**src/rtl/definitions.sv**
```systemverilog
// Shared definitions for the 8-bit ALU datapath and its multi-precision sequencer.
package definitions;

  localparam int ALU_BYTE_W = 8;

  typedef enum logic [2:0] {
    SLL = 3'd0,
    SRL = 3'd1,
    LSW = 3'd2,
    CLR = 3'd3,
    EMK = 3'd4,
    INC = 3'd5,
    ADD = 3'd6,
    SUB = 3'd7
  } op_code;

  typedef enum logic [1:0] {
    IDLE = 2'd0,
    RUN  = 2'd1,
    DONE = 2'd2
  } seq_state_t;

endpackage

```
**src/rtl/alu_mp_seq.sv**
```systemverilog
// Multi-precision sequencer: feeds one byte per cycle through the 8-bit ALU,
// chains the ov bit between bytes and assembles the wide result.
module alu_mp_seq
  import definitions::*;
#(
  parameter int NBYTES = 2
) (
  input  logic                         clk,
  input  logic                         reset,
  input  logic                         start_i,
  input  logic [2:0]                   op_i,
  input  logic [ALU_BYTE_W*NBYTES-1:0] a_i,
  input  logic [ALU_BYTE_W*NBYTES-1:0] b_i,
  input  logic                         cin_i,
  output logic                         ready_o,
  output logic                         busy_o,
  output logic                         done_o,
  output logic [ALU_BYTE_W*NBYTES-1:0] result_o,
  output logic                         cout_o,
  output logic [ALU_BYTE_W-1:0]        alu_rs_o,
  output logic [ALU_BYTE_W-1:0]        alu_rt_o,
  output logic [2:0]                   alu_op_o,
  output logic                         alu_ov_o,
  input  logic [ALU_BYTE_W-1:0]        alu_result_i,
  input  logic                         alu_ov_i
);

  localparam int CW = (NBYTES > 1) ? $clog2(NBYTES) : 1;
  localparam logic [CW-1:0] LAST = CW'(NBYTES - 1);

  seq_state_t state;
  logic [CW-1:0] cnt;
  logic [CW-1:0] idx;
  logic          ov_q;
  logic          cout_q;
  logic          done_q;
  logic          busy_q;
  logic          ready_q;
  op_code        op_q;

  logic [NBYTES-1:0][ALU_BYTE_W-1:0] a_q;
  logic [NBYTES-1:0][ALU_BYTE_W-1:0] b_q;
  logic [NBYTES-1:0][ALU_BYTE_W-1:0] res_q;

  logic accept;
  assign accept = start_i && (state != RUN);

  // Right shifts must see the upper byte first so its low bit flows down.
  assign idx = (op_q == SRL) ? (LAST - cnt) : cnt;

  // NOTE: operand latches carry no reset; they are only read in RUN, which is
  // always entered through an accepted start that loads them.
  always_ff @(posedge clk) begin
    if (accept) begin
      op_q <= op_code'(op_i);
      a_q  <= a_i;
      b_q  <= b_i;
    end
  end

  // NOTE: every clocked assignment is non-blocking so all registers update
  // from the same pre-edge values regardless of statement order.
  always_ff @(posedge clk) begin
    if (reset) begin
      state   <= IDLE;
      cnt     <= '0;
      ov_q    <= 1'b0;
      res_q   <= '0;
      cout_q  <= 1'b0;
      done_q  <= 1'b0;
      busy_q  <= 1'b0;
      ready_q <= 1'b1;
    end else begin
      case (state)
        IDLE, DONE: begin
          done_q <= 1'b0;
          if (start_i) begin
            ov_q    <= cin_i;
            cnt     <= '0;
            res_q   <= '0;
            cout_q  <= 1'b0;
            busy_q  <= 1'b1;
            ready_q <= 1'b0;
            state   <= RUN;
          end else begin
            busy_q  <= 1'b0;
            ready_q <= 1'b1;
            state   <= IDLE;
          end
        end
        RUN: begin
          res_q[idx] <= alu_result_i;
          ov_q       <= alu_ov_i;
          if (cnt == LAST) begin
            cnt     <= '0;
            cout_q  <= alu_ov_i;
            done_q  <= 1'b1;
            busy_q  <= 1'b0;
            ready_q <= 1'b1;
            state   <= DONE;
          end else begin
            cnt <= cnt + 1'b1;
          end
        end
        default: begin
          done_q  <= 1'b0;
          busy_q  <= 1'b0;
          ready_q <= 1'b1;
          state   <= IDLE;
        end
      endcase
    end
  end

  // NOTE: every output is given a default first so no path leaves a latch.
  always_comb begin
    alu_op_o = LSW;
    alu_rs_o = '0;
    alu_rt_o = '0;
    alu_ov_o = 1'b0;
    if (state == RUN) begin
      alu_op_o = op_q;
      alu_rs_o = a_q[idx];
      alu_rt_o = b_q[idx];
      alu_ov_o = ov_q;
      // Wide increment: only byte 0 increments, the rest just add the carry.
      if (op_q == INC && cnt != '0) begin
        alu_op_o = ADD;
        alu_rt_o = '0;
      end
    end
  end

  assign ready_o  = ready_q;
  assign busy_o   = busy_q;
  assign done_o   = done_q;
  assign result_o = res_q;
  assign cout_o   = cout_q;

endmodule
```
**config.mk**
```make
export PLATFORM = sky130hd
export DESIGN_NAME = alu_mp_seq
export DESIGN_NICKNAME = d
export VERILOG_FILES = /design/src/rtl/definitions.sv /design/src/rtl/alu_mp_seq.sv
export SDC_FILE = /design/constraint.sdc
export NUM_CORES = 1
export LEC_CHECK = 0
export ABC_AREA = 1
export ABC_CLOCK_PERIOD_IN_PS = 7700
export CAP_MARGIN = 0
export CORE_ASPECT_RATIO = 0.8
export CORE_UTILIZATION = 30
export CTS_CLUSTER_DIAMETER = 40
export DETAILED_ROUTE_END_ITERATION = 7
export GPL_TIMING_DRIVEN = 0
export SYNTH_ARGS = -nofsm -noshare
export SYNTH_HDL_FRONTEND = slang
export SYNTH_SLANG_ARGS = --single-unit
```
**constraint.sdc**
```tcl
create_clock -name clk -period 7.7 [get_ports clk]
set_input_delay 2.31 -clock clk [delete_from_list [all_inputs] [get_ports clk]]
set_output_delay 2.31 -clock clk [all_outputs]
set_load 0.05 [all_outputs]
```
==> results of run 1 <==
-- layout make-up --
| class | instances | share of cell area, % |
|---|---|---|
| Timing Repair Buffer | 86 | 24.4 |
| Clock inverter | 1 | 0.142 |
| Clock buffer | 15 | 5.61 |
| Tap cell | 105 | 3.73 |
| Multi-Input combinational cell | 138 | 19.6 |
| Sequential cell | 59 | 43.5 |
| Buffer | 7 | 1.60 |
| Inverter | 13 | 1.46 |
-- how the worst max path moves through the flow --
| stage | startpoint | endpoint | slack (ps) | depth (start not counted) |
|---|---|---|---|---|
| detailed placement | op_q[2] | alu_rt_o[6] | 3240 | 8 |
| finish | op_q[2] | alu_rt_o[3] | 2910 | 8 |
| global placement | start_i | a_q[13] | 2280 | 3 |
| floorplan | start_i | a_q[0] | 3450 | 2 |
| global route | op_q[2] | alu_rt_o[2] | 2730 | 8 |
| CTS | op_q[2] | alu_rt_o[3] | 2860 | 8 |
-- routing by layer --
metal / vias to the layer above / GRT usage (%) / wire, um
met2: 54 / 21.9 / 2370
met5: - / 0 / 0
met1: 822 / 17.5 / 2520
met3: 4 / 7.05 / 412
met4: 0 / 5.65 / 40
li1: 924 / - / -
-- per-stage QoR --
step	util (%)	worst slack, ps	power, mW
2_1_floorplan	-	3450	0.462
5_1_grt	47.4	2730	0.835
4_1_cts	47.4	2860	0.808
3_3_place_gp	44.6	2280	0.526
6_report	47.4	2910	0.797
3_5_place_dp	44.7	3240	0.527
-- flip-flops by register name, summed over array words and instances, names as in the netlist, 2 cells and up --
signal and cells:
b_q 16, a_q 16, state 2, result_o 16, op_q 3
-- power groups by stage --
stage               logic [mW]  clock network [mW]  registers (mW)
finish                   0.157               0.278           0.362
global route             0.168               0.302           0.364
floorplan               0.0790                   0           0.383
CTS                      0.158               0.287           0.362
global placement         0.157                   0           0.369
detailed placement       0.158                   0           0.369
-- synth_stat cells (all sizes together) --
cell type / n / share of area (%)
o21ai: 10 / 2.2
dfxtp: 24 / 21
clkbuf: 1 / 0.16
a21oi: 19 / 5.1
nor2: 26 / 4.5
nand3: 23 / 6.4
nand2: 58 / 10
nand4: 1 / 0.54
a31oi: 1 / 0.27
buf: 6 / 2.3
inv: 13 / 2.2
edfxtp: 35 / 45
-- kinds of logic (layout without fill, tap and decap cells) --
group	Yosys count	in the layout	share of synthesized area, %
compound gates	30	30	7.49
flops	59	59	66.0
simple gates	108	108	21.9
buf+inv	20	122	4.64
-- cells in the final DEF, fill, tap and decap left out, types with 2 or more instances in the layout --
cell	netlist	routed
clkdlybuf4s50_1	0	86
nand2_1	52	52
edfxtp_1	35	35
nor2_1	25	24
dfxtp_1	24	24
nand3_1	18	18
a21oi_1	13	13
clkbuf_8	0	12
inv_1	10	10
o21ai_1	8	8
a21oi_2	6	6
nand2_2	4	4
nand3_2	4	4
buf_2	3	3
clkbuf_1	1	3
inv_2	2	2
nand2_4	2	2
buf_6	2	2
nor2_4	1	2
o21ai_0	2	2
-- worst min-delay path: cells and delay by family (launching register included) --
| kind | cells | cell delay (ps) |
|---|---|---|
| AOI/OAI and AO/OA | 1 | 50 |
| and+or+nand+nor | 1 | 60 |
| DFF | 1 | 310 |
==> flow_summary.toml, run 1 <==
[sta]
worstMarginPinSlew_ps = 995
max_freq_ghz = 0.209
worst_hold_slack_ps = 465
rsz0062_at_grt = "false"
final.min_clock_period_ps = 4790
fin_tns_setup_ps = 0
worst_clock_skew_ps = 10.0
slew_violations = 0
slew_headroom_pct = 33.5
post-route-period-util_pct = 62.3
setup_viol = 0
hold_violations = 0

[cts]
tritoncts = "yes"
cts_hold_buf = 0
ctsLongestPathBuffers = 2
cts_buffers = 9
cts_num_sinks = 59
path_clk_slew_ps = 60
cts_root_buf = "clkbuf_8"
htree_levels = 3
insertion_delay_ps = 330
postCtsSetupRepairBufs = 0
ctsResizeCount = 0

[synthesis]
ys_seq_area_share_pct = 66.0
syn_inst = 217
synth_warnings = 0
syn_area_per_cell_um2 = 10.7
ys_seq_elements = 59
syn_nets = 265
syn_area_um2 = 2320
ys_types = 23

[floorplanning]
chipHeight_um = 80.7
dieArea_um2 = 8090
initial_utilization_pct = 31.3
row_count = 28
ios = 88
core_area_um2 = 7430
die_width_um = 100

[pwr]
netSwitchingFraction_pct = 27.6
p_int_mw = 0.577
leakage_nw = 1.30
comb_power_share_pct = 19.6
p_per_area_nw_per_um2 = 226
power.switching_mw = 0.220
pwr-share-clk_pct = 34.9
seqPwrFrac_pct = 45.5
ir_drop_uv = 116

[finish]
area.growth.synth_to_final_pct = 51.8
nFillCells = 723
multi_input_area_um2 = 689
final_cells = 424
drive_above_1_share_pct = 13.5
n_antenna_cell = 0
regArea_um2 = 1530
nNetsFinal = 362
design_area_um2 = 3520

[global_routing]
antenna_found_initial = 0
grt_max_degree = 36
grt_pass1_wl_um = 8520
first_global_vias = 1757
grt_usage_pct = 14.4
gr-total-overflow = 0

[place]
io_buffers = 86
placed_cell_area_um2 = 3320
dp_cells = 408
place_congestion = 0.723
post-dp-hpwl_um = 3820

[worst_setup_path]
path_buf_inv = 3
regToRegSetupSlack_ps = 5880
required_ps = 5390
critPathMaxFanout = 8
crit_family = "buffers and inverters"
crit_slowest_cell = "clkdlybuf4s50_1"
r2r_end = "op_q[0]"
worstPathArrival_ps = 2480
critical_path.cell_chain = "inv_1 > nand3_1 > nand2_4 > nand2_4 > inv_1 > nor2_1 > nor2_1 > clkdlybuf4s50_1"
timing.rr.start = "state[0]"
cp-start-kind = "flip-flop"
crit_type = "reg2out"
r2r_cells = 4
slowest_delay_ps = 820
critPathCaptureType = "output port"

[hold_path]
holdCritPathClass = "reg2reg"
min_from = "result_o[10]"
hold-path-cell-count = 2
min_to = "result_o[10]"

[route]
viasPerCell = 4.25
drcViolationCount = 0
firstDrtPassIters = 4
drt-total-wl_um = 5350
ant_nets = 0
routedWlPerCell_um = 12.6
via_count = 1804
drt_iter0_markers = 76

[run]
drv_cap = 0

[run_status]
outcome = "completed"
Power figures use the tool's default switching activity.
==> run 2, diff against run 1 <==
ABC_CLOCK_PERIOD_IN_PS = 4800   (was 7700)
clock period = 4.8 ns   (was 7.7 ns; I/O delays follow)
==> results of run 2 <==
The final DEF is identical to that of run 1. Status: completed.
Among the figures that moved: setup slack after placement 3240 ps -> 1210 ps; setup slack after layout 2910 ps -> 875 ps; register-to-register setup slack 5880 ps -> 2980 ps; total power 0.797 mW -> 1.28 mW; worst IR drop on VDD 116 uV -> 186 uV
